$ cat config.mk
export PLATFORM = sky130hd
export DESIGN_NAME = store_buffer
export DESIGN_NICKNAME = d
export VERILOG_FILES = /design/src/rtl/store_buffer.sv
export SDC_FILE = /design/constraint.sdc
export NUM_CORES = 2
export LEC_CHECK = 0
export ABC_AREA = 1
export CORE_ASPECT_RATIO = 2
export CORE_MARGIN = 2
export CORE_UTILIZATION = 40
export CTS_CLUSTER_DIAMETER = 80
export DETAILED_ROUTE_END_ITERATION = 16
export PLACE_DENSITY = 0.66
export SYNTH_ARGS = -nofsm -noshare
export SYNTH_HDL_FRONTEND = slang
export SYNTH_SLANG_ARGS = --single-unit
export TNS_END_PERCENT = 50
$ cat constraint.sdc
create_clock -name clock -period 10.62 [get_ports clock]
set_input_delay 3.186 -clock clock [delete_from_list [all_inputs] [get_ports clock]]
set_output_delay 3.186 -clock clock [all_outputs]
set_load 0.05 [all_outputs]
$ cat src/rtl/store_buffer.sv
// store_buffer: circular FIFO of pending doubleword stores between EX/MEM and
// the data memory. It drains one entry per free memory cycle, forwards
// exact-address load hits, and stalls loads that partially overlap a pending store.
module store_buffer #(
    parameter int unsigned DEPTH  = 4,
    parameter int unsigned ADDR_W = 64,
    parameter int unsigned DATA_W = 64
) (
    input  logic                         clock,
    input  logic                         reset,
    input  logic                         st_valid,
    input  logic [ADDR_W-1:0]            st_addr,
    input  logic [DATA_W-1:0]            st_data,
    output logic                         st_ready,
    input  logic                         ld_valid,
    input  logic [ADDR_W-1:0]            ld_addr,
    output logic                         ld_hit,
    output logic [DATA_W-1:0]            ld_data,
    output logic                         ld_stall,
    input  logic                         mem_busy,
    output logic                         mem_write,
    output logic [ADDR_W-1:0]            mem_addr,
    output logic [DATA_W-1:0]            mem_wdata,
    output logic [$clog2(DEPTH+1)-1:0]   count,
    output logic                         empty
);

    localparam int unsigned PTR_W = $clog2(DEPTH);
    localparam int unsigned CNT_W = $clog2(DEPTH + 1);

    logic [ADDR_W-1:0] addr_q [DEPTH];
    logic [DATA_W-1:0] data_q [DEPTH];
    logic [DEPTH-1:0]  valid_q, valid_d;
    logic [PTR_W-1:0]  head_q, head_d;
    logic [PTR_W-1:0]  tail_q, tail_d;
    logic [CNT_W-1:0]  count_q, count_d;

    logic push;
    logic pop;

    // Push/pop decisions, drain port and next-state for pointers and count
    always_comb begin
        st_ready  = (count_q != CNT_W'(DEPTH));
        push      = st_valid & st_ready & ~reset;
        pop       = (count_q != '0) & ~mem_busy & ~reset;
        mem_write = pop;
        mem_addr  = '0;
        mem_wdata = '0;
        head_d    = head_q;
        tail_d    = tail_q;
        count_d   = count_q;
        valid_d   = valid_q;

        if (pop) begin
            mem_addr        = addr_q[head_q];
            mem_wdata       = data_q[head_q];
            valid_d[head_q] = 1'b0;
            head_d          = head_q + PTR_W'(1);
        end
        if (push) begin
            valid_d[tail_q] = 1'b1;
            tail_d          = tail_q + PTR_W'(1);
        end
        case ({push, pop})
            2'b10:   count_d = count_q + CNT_W'(1);
            2'b01:   count_d = count_q - CNT_W'(1);
            default: count_d = count_q;
        endcase
    end

    // Pointer, count and valid-bit registers with synchronous reset
    always_ff @(posedge clock) begin
        if (reset) begin
            head_q  <= '0;
            tail_q  <= '0;
            count_q <= '0;
            valid_q <= '0;
        end else begin
            head_q  <= head_d;
            tail_q  <= tail_d;
            count_q <= count_d;
            valid_q <= valid_d;
        end
    end

    // Entry payload storage; contents only matter while the valid bit is set
    always_ff @(posedge clock) begin
        if (push) begin
            addr_q[tail_q] <= st_addr;
            data_q[tail_q] <= st_data;
        end
    end

    // Load lookup: walk entries oldest to youngest so the youngest exact match wins
    always_comb begin
        logic [PTR_W-1:0]  idx;
        logic [ADDR_W-1:0] diff_a;
        logic [ADDR_W-1:0] diff_b;
        logic              any_hit;
        logic              any_ovl;
        logic [DATA_W-1:0] fwd;
        idx     = '0;
        diff_a  = '0;
        diff_b  = '0;
        any_hit = 1'b0;
        any_ovl = 1'b0;
        fwd     = '0;
        for (int unsigned k = 0; k < DEPTH; k++) begin
            idx    = head_q + PTR_W'(k);
            diff_a = ld_addr - addr_q[idx];
            diff_b = addr_q[idx] - ld_addr;
            if (valid_q[idx]) begin
                if (addr_q[idx] == ld_addr) begin
                    any_hit = 1'b1;
                    fwd     = data_q[idx];
                end else if ((diff_a < ADDR_W'(8)) || (diff_b < ADDR_W'(8))) begin
                    any_ovl = 1'b1;
                end
            end
        end
        ld_stall = ld_valid & ~reset & any_ovl;
        ld_hit   = ld_valid & ~reset & ~any_ovl & any_hit;
        ld_data  = ld_hit ? fwd : '0;
    end

    assign count = count_q;
    assign empty = (count_q == '0);

endmodule

==> run_results.csv, run 1 <==
group,metric,value,unit
grt,grt_pass1_wl,1200,mm
yosys,synth_area_leaders,"nand2_1 (27%), edfxtp_1 (20%), inv_1 (13%)",
cts,clockBufferDepth,3,
yosys,post-synth-top-area-cell,"nand2_1",
yosys,netlist_instances,14200,
yosys,yosys_most_used_dff,"edfxtp_1",
grt,overflow,3719,
cts,cts_sinks,525,
place,numPortBuffers,396,
grt,globalRouteTotalUtil,80.0,%
status,status,"did not finish",
grt,first_global_vias,135000,
status,stop_error,"[ERROR GRT-0116] Global routing finished with congestion. Check the congestion regions in the DRC Viewer.",
floorplan,initial_utilization,40.2,%
floorplan,rows,229,
place,place_congestion,1.25,
yosys,yosysTopAreaCellShare,26.6,%
place,postPlaceCellArea,105000,µm²
cts,numCtsBuffers,52,
place,dp_hpwl,505,mm
yosys,ys_ff_latch,525,
yosys,postSynthAreaPerCell,5.49,µm²
floorplan,fp.dieH,629,µm
yosys,ys_async_sr_fraction,0,%
yosys,yosysUniqueCellTypes,47,
yosys,synth_edf_count,512,
yosys,yosysWarnings,0,
yosys,synth_common_cells,"nand2_1 (5535), inv_1 (2705), nor2_1 (1222)",
yosys,synth.most_common_cell,"nand2_1",
yosys,syn-num-nets,14900,
grt,grt_max_degree,173,
cts,h-tree-depth,2,
yosys,syn_area,78000,µm²
floorplan,ios,397,
status,lastStage,"global routing",
cts,cts-root-buf,"clkbuf_16",
floorplan,die_x,316,µm
yosys,yosysSeqAreaShare,20.0,%
==> cell families after synthesis <==
kind of cell | count (synthesis) | synth area share, %
AND/OR/NAND/NOR | 7849 | 40.6
buffers and inverters | 3181 | 15.4
AO/OA/AOI/OAI | 2097 | 15.1
flip-flops | 525 | 20.0
adder cells (fa/ha/maj) | 515 | 8.27
XOR/XNOR | 49 | 0.550
==> per-stage QoR <==
step | setup WS, ns | util, % | TNS, ns | cells
floorplan | 1.18 | - | 0 | 14200
global placement | -1.16 | 53.9 | -73.09 | 19300
detailed placement | -1.09 | 53.9 | -68.65 | 19300
CTS | -0.325 | 55.1 | -18.58 | 19400
==> per-layer routing <==
layer | GRT overflow | GRT usage [%]
met2 | 2568 | 99.7
met4 | 1069 | 85.9
met5 | 9 | 25.6
met3 | 40 | 62.3
met1 | 33 | 76.6
==> what timing repair did <==
item	4_1_cts
pin swaps	3
gates resized for setup	182
setup endpoints to repair	66
hold buffers	0
buffers inserted	8
==> inputs of run 2 (changes only) <==
--- a/config.mk
+++ b/config.mk
@@ -6,12 +6,10 @@
 export NUM_CORES = 2
 export LEC_CHECK = 0
 export ABC_AREA = 1
-export CORE_ASPECT_RATIO = 2
 export CORE_MARGIN = 2
-export CORE_UTILIZATION = 40
-export CTS_CLUSTER_DIAMETER = 80
+export CORE_UTILIZATION = 25
 export DETAILED_ROUTE_END_ITERATION = 16
-export PLACE_DENSITY = 0.66
+export PLACE_DENSITY_LB_ADDON = 0.15
 export SYNTH_ARGS = -nofsm -noshare
 export SYNTH_HDL_FRONTEND = slang
 export SYNTH_SLANG_ARGS = --single-unit
==> run_results.csv, run 2 <==
group,metric,value,unit
status,status,"finished, final reports clean",
floorplan,die_x,563,µm
yosys,yosysSeqAreaShare,20.0,%
routing,drt_pass1_iterations,7,
yosys,syn-num-nets,14900,
routing,drc_errors,0,
critical_path,path_max_fanout,9,
grt,grt_max_degree,247,
critical_path,cp_common_cell,"nand2_1",
yosys,yosysTopAreaCellShare,26.6,%
cts,hold_buffers,0,
critical_path,crit_buf_inv,9,
critical_path,cp_top_family,"simple AND/OR/NAND/NOR gates",
final_layout,drive_gt1_share,21.7,%
pwr,p_seq_share,13.0,%
floorplan,ios,397,
timing,clock.fmax,0.0949,GHz
yosys,syn_area,78000,µm²
flow_run,maxCapViolations,0,
grt,globalRouteTotalUtil,30.9,%
pwr,p_sw,9.91,mW
floorplan,initial_utilization,25.1,%
pwr,total_power,18.4,mW
yosys,synth_compound_area_share,15.1,%
timing,final_max_slew_viol_count,0,
final_layout,final-seq-area,15600,µm²
worst_hold_path,min_path_type,"flip-flop to flip-flop",
critical_path,arrival,7.36,ns
timing,finalHoldViolCount,0,
grt,antenna_found_initial,59,
pwr,share_comb_of_total_power,73.8,%
yosys,synth_mux_area_share,0,%
yosys,synth_area_leaders,"nand2_1 (27%), edfxtp_1 (20%), inv_1 (13%)",
yosys,synth_xor_area_share,0.550,%
yosys,post-synth-top-area-cell,"nand2_1",
pwr,powerDensity,168,nW/µm²
grt,overflow,0,
critical_path,r2r_slack,7.35,ns
place,dp_hpwl,432,mm
timing,min_period,10.54,ns
yosys,yosys_most_used_dff,"edfxtp_1",
cts,clk_latency,0.73,ns
cts,cts_sinks,525,
pwr,swShare,54.0,%
pwr,p_leak,57.2,nW
timing,setup_tns,0,ns
timing,slew_headroom,11.6,%
yosys,synth_common_cells,"nand2_1 (5535), inv_1 (2705), nor2_1 (1222)",
routing,routed_wl,507,mm
cts,numCtsBuffers,69,
final_layout,multi_input_area,54700,µm²
final_layout,utilization,35.2,%
yosys,synthAdderAreaFrac,8.27,%
critical_path,cp_slowest_stage_delay,0.50,ns
critical_path,start_kind,"input port",
cts,clkTransAtPathRegs,0.05,ns
floorplan,fp.dieH,563,µm
cts,cts-root-buf,"clkbuf_16",
critical_path,worstSetupEndpointType,"output port",
final_layout,num-nets-final,17100,
yosys,ys_async_sr_fraction,0,%
final_layout,layout_commonest_cell,"nand2_1",
final_layout,layout_common_cells,"nand2_1 (5193), inv_1 (2628), buf_4 (2039), nor2_1 (1073), o21ai_0 (778)",
routing,ant_nets,0,
final_layout,n_fill_cell,35300,
yosys,yosysWarnings,0,
yosys,ys_ff_latch,525,
routing,wl_per_cell,24.6,µm
routing,routed-via-count,100000,
place,pre_cts_ws,-0.836,ns
critical_path,criticalPathCategory,"input port to output port",
grt,grt_pass1_wl,697,mm
final_layout,reg.largest.list,"addr_q: 256 flops, data_q: 256 flops, valid_q: 4 flops",
cts,clockBufferDepth,3,
timing,fin_ws,0.0776,ns
cts,cts_tree,"built",
timing,tightest_slew,1.32,ns
yosys,synth_edf_count,512,
pwr,p_int,8.45,mW
yosys,yosysUniqueCellTypes,47,
timing,finalCritPeriodShare,99.3,%
grt,first_global_vias,94100,
routing,first_iter_violations,10100,
timing,setup_viol,0,
floorplan,coreArea,311000,µm²
yosys,netlist_instances,14200,
place,numPortBuffers,396,
yosys,synth.most_common_cell,"nand2_1",
yosys,postSynthAreaPerCell,5.49,µm²
yosys,synth_top_family_by_area,"simple AND/OR/NAND/NOR gates",
timing,fin_worst_skew,0.0545,ns
routing,via_per_inst,4.87,
floorplan,die_area,317000,µm²
pwr,vdd_drop_max,120,µV
critical_path,cpMaxStageDelayCell,"clkdlybuf4s50_1",
yosys,synth_simple_gate_area_share,40.6,%
final_layout,area_growth,40.2,%
cts,h-tree-depth,3,
critical_path,critPathRequiredTime,7.43,ns
floorplan,rows,205,
place,place_congestion,1.09,
pwr,clkPwrFrac,13.2,%
## run 2: cell counts after synthesis
No cell type changed its count.
## run 2: kinds of logic (layout without fill, tap and decap cells)
family | count (synthesis) | in the layout
DFF | 525 | 525
xor gates and xnor gates | 49 | 49
other | 0 | 16
AOI/OAI and AO/OA | 2097 | 2097
buffers and inverters | 3181 | 5433
adders and majority gates | 515 | 515
and+or+nand+nor | 7849 | 7849
## run 2: layout make-up
type / count / share of cell area, %
sequential: 525 / 14.3
clock buffer: 84 / 1.64
inverter: 2810 / 9.77
antenna: 16 / 0.0366
timing repair buffer: 2499 / 19.1
multi-input combinational: 10500 / 50.0
clock inverter: 40 / 0.473
tap: 4140 / 4.73
## run 2: worst paths after layout
path                     from      endpoint  cells after the start
setup / recovery  ld_addr[42]   ld_data[62]                     29
hold / removal       count[0]      count[0]                      1
setup reg to reg     count[1]  addr_q[1][0]                      6
hold reg to reg      count[0]      count[0]                      1
## run 2: layer usage
layer / global-route usage [%] / part of all wire [%] / up-vias
li1: - / - / 48700
met1: 38.1 / 41 / 46600
met2: 49.3 / 44 / 3978
met3: 4.92 / 7.3 / 976
met4: 21.4 / 8.4 / 36
met5: 0 / 0.049 / -
## run 2: repair_timing
| action | 4_1_cts | 5_1_grt |
|---|---|---|
| gates cloned | 2 | 0 |
| buffers inserted | 36 | 26 |
| resized for setup | 548 | 758 |
| pin swaps | 27 | 87 |
| setup endpoints to repair | 66 | 66 |
## run 2: power by group through the flow
stage / registers (mW) / logic, mW / clock network (mW)
final: 2.40 / 13.5 / 2.42
after global placement: 2.44 / 12.5 / 0
after global routing: 2.40 / 14.4 / 2.53
after detailed placement: 2.44 / 12.5 / 0
after floorplan: 2.43 / 6.07 / 0
after CTS: 2.39 / 12.9 / 2.47
## run 2: metrics by stage
| stage | hold WS (ns) | area [µm²] | std cells |
|---|---|---|---|
| 3_5_place_dp | 0.492 | 102000 | 20400 |
| 3_3_place_gp | 0.501 | 102000 | 20400 |
| 2_1_floorplan | 0.490 | 78000 | 14200 |
| 5_1_grt | 0.538 | 109000 | 20600 |
| 6_report | 0.518 | 109000 | 20600 |
| 4_1_cts | 0.515 | 107000 | 20600 |
No activity file was read; power rests on OpenSTA's default activity.
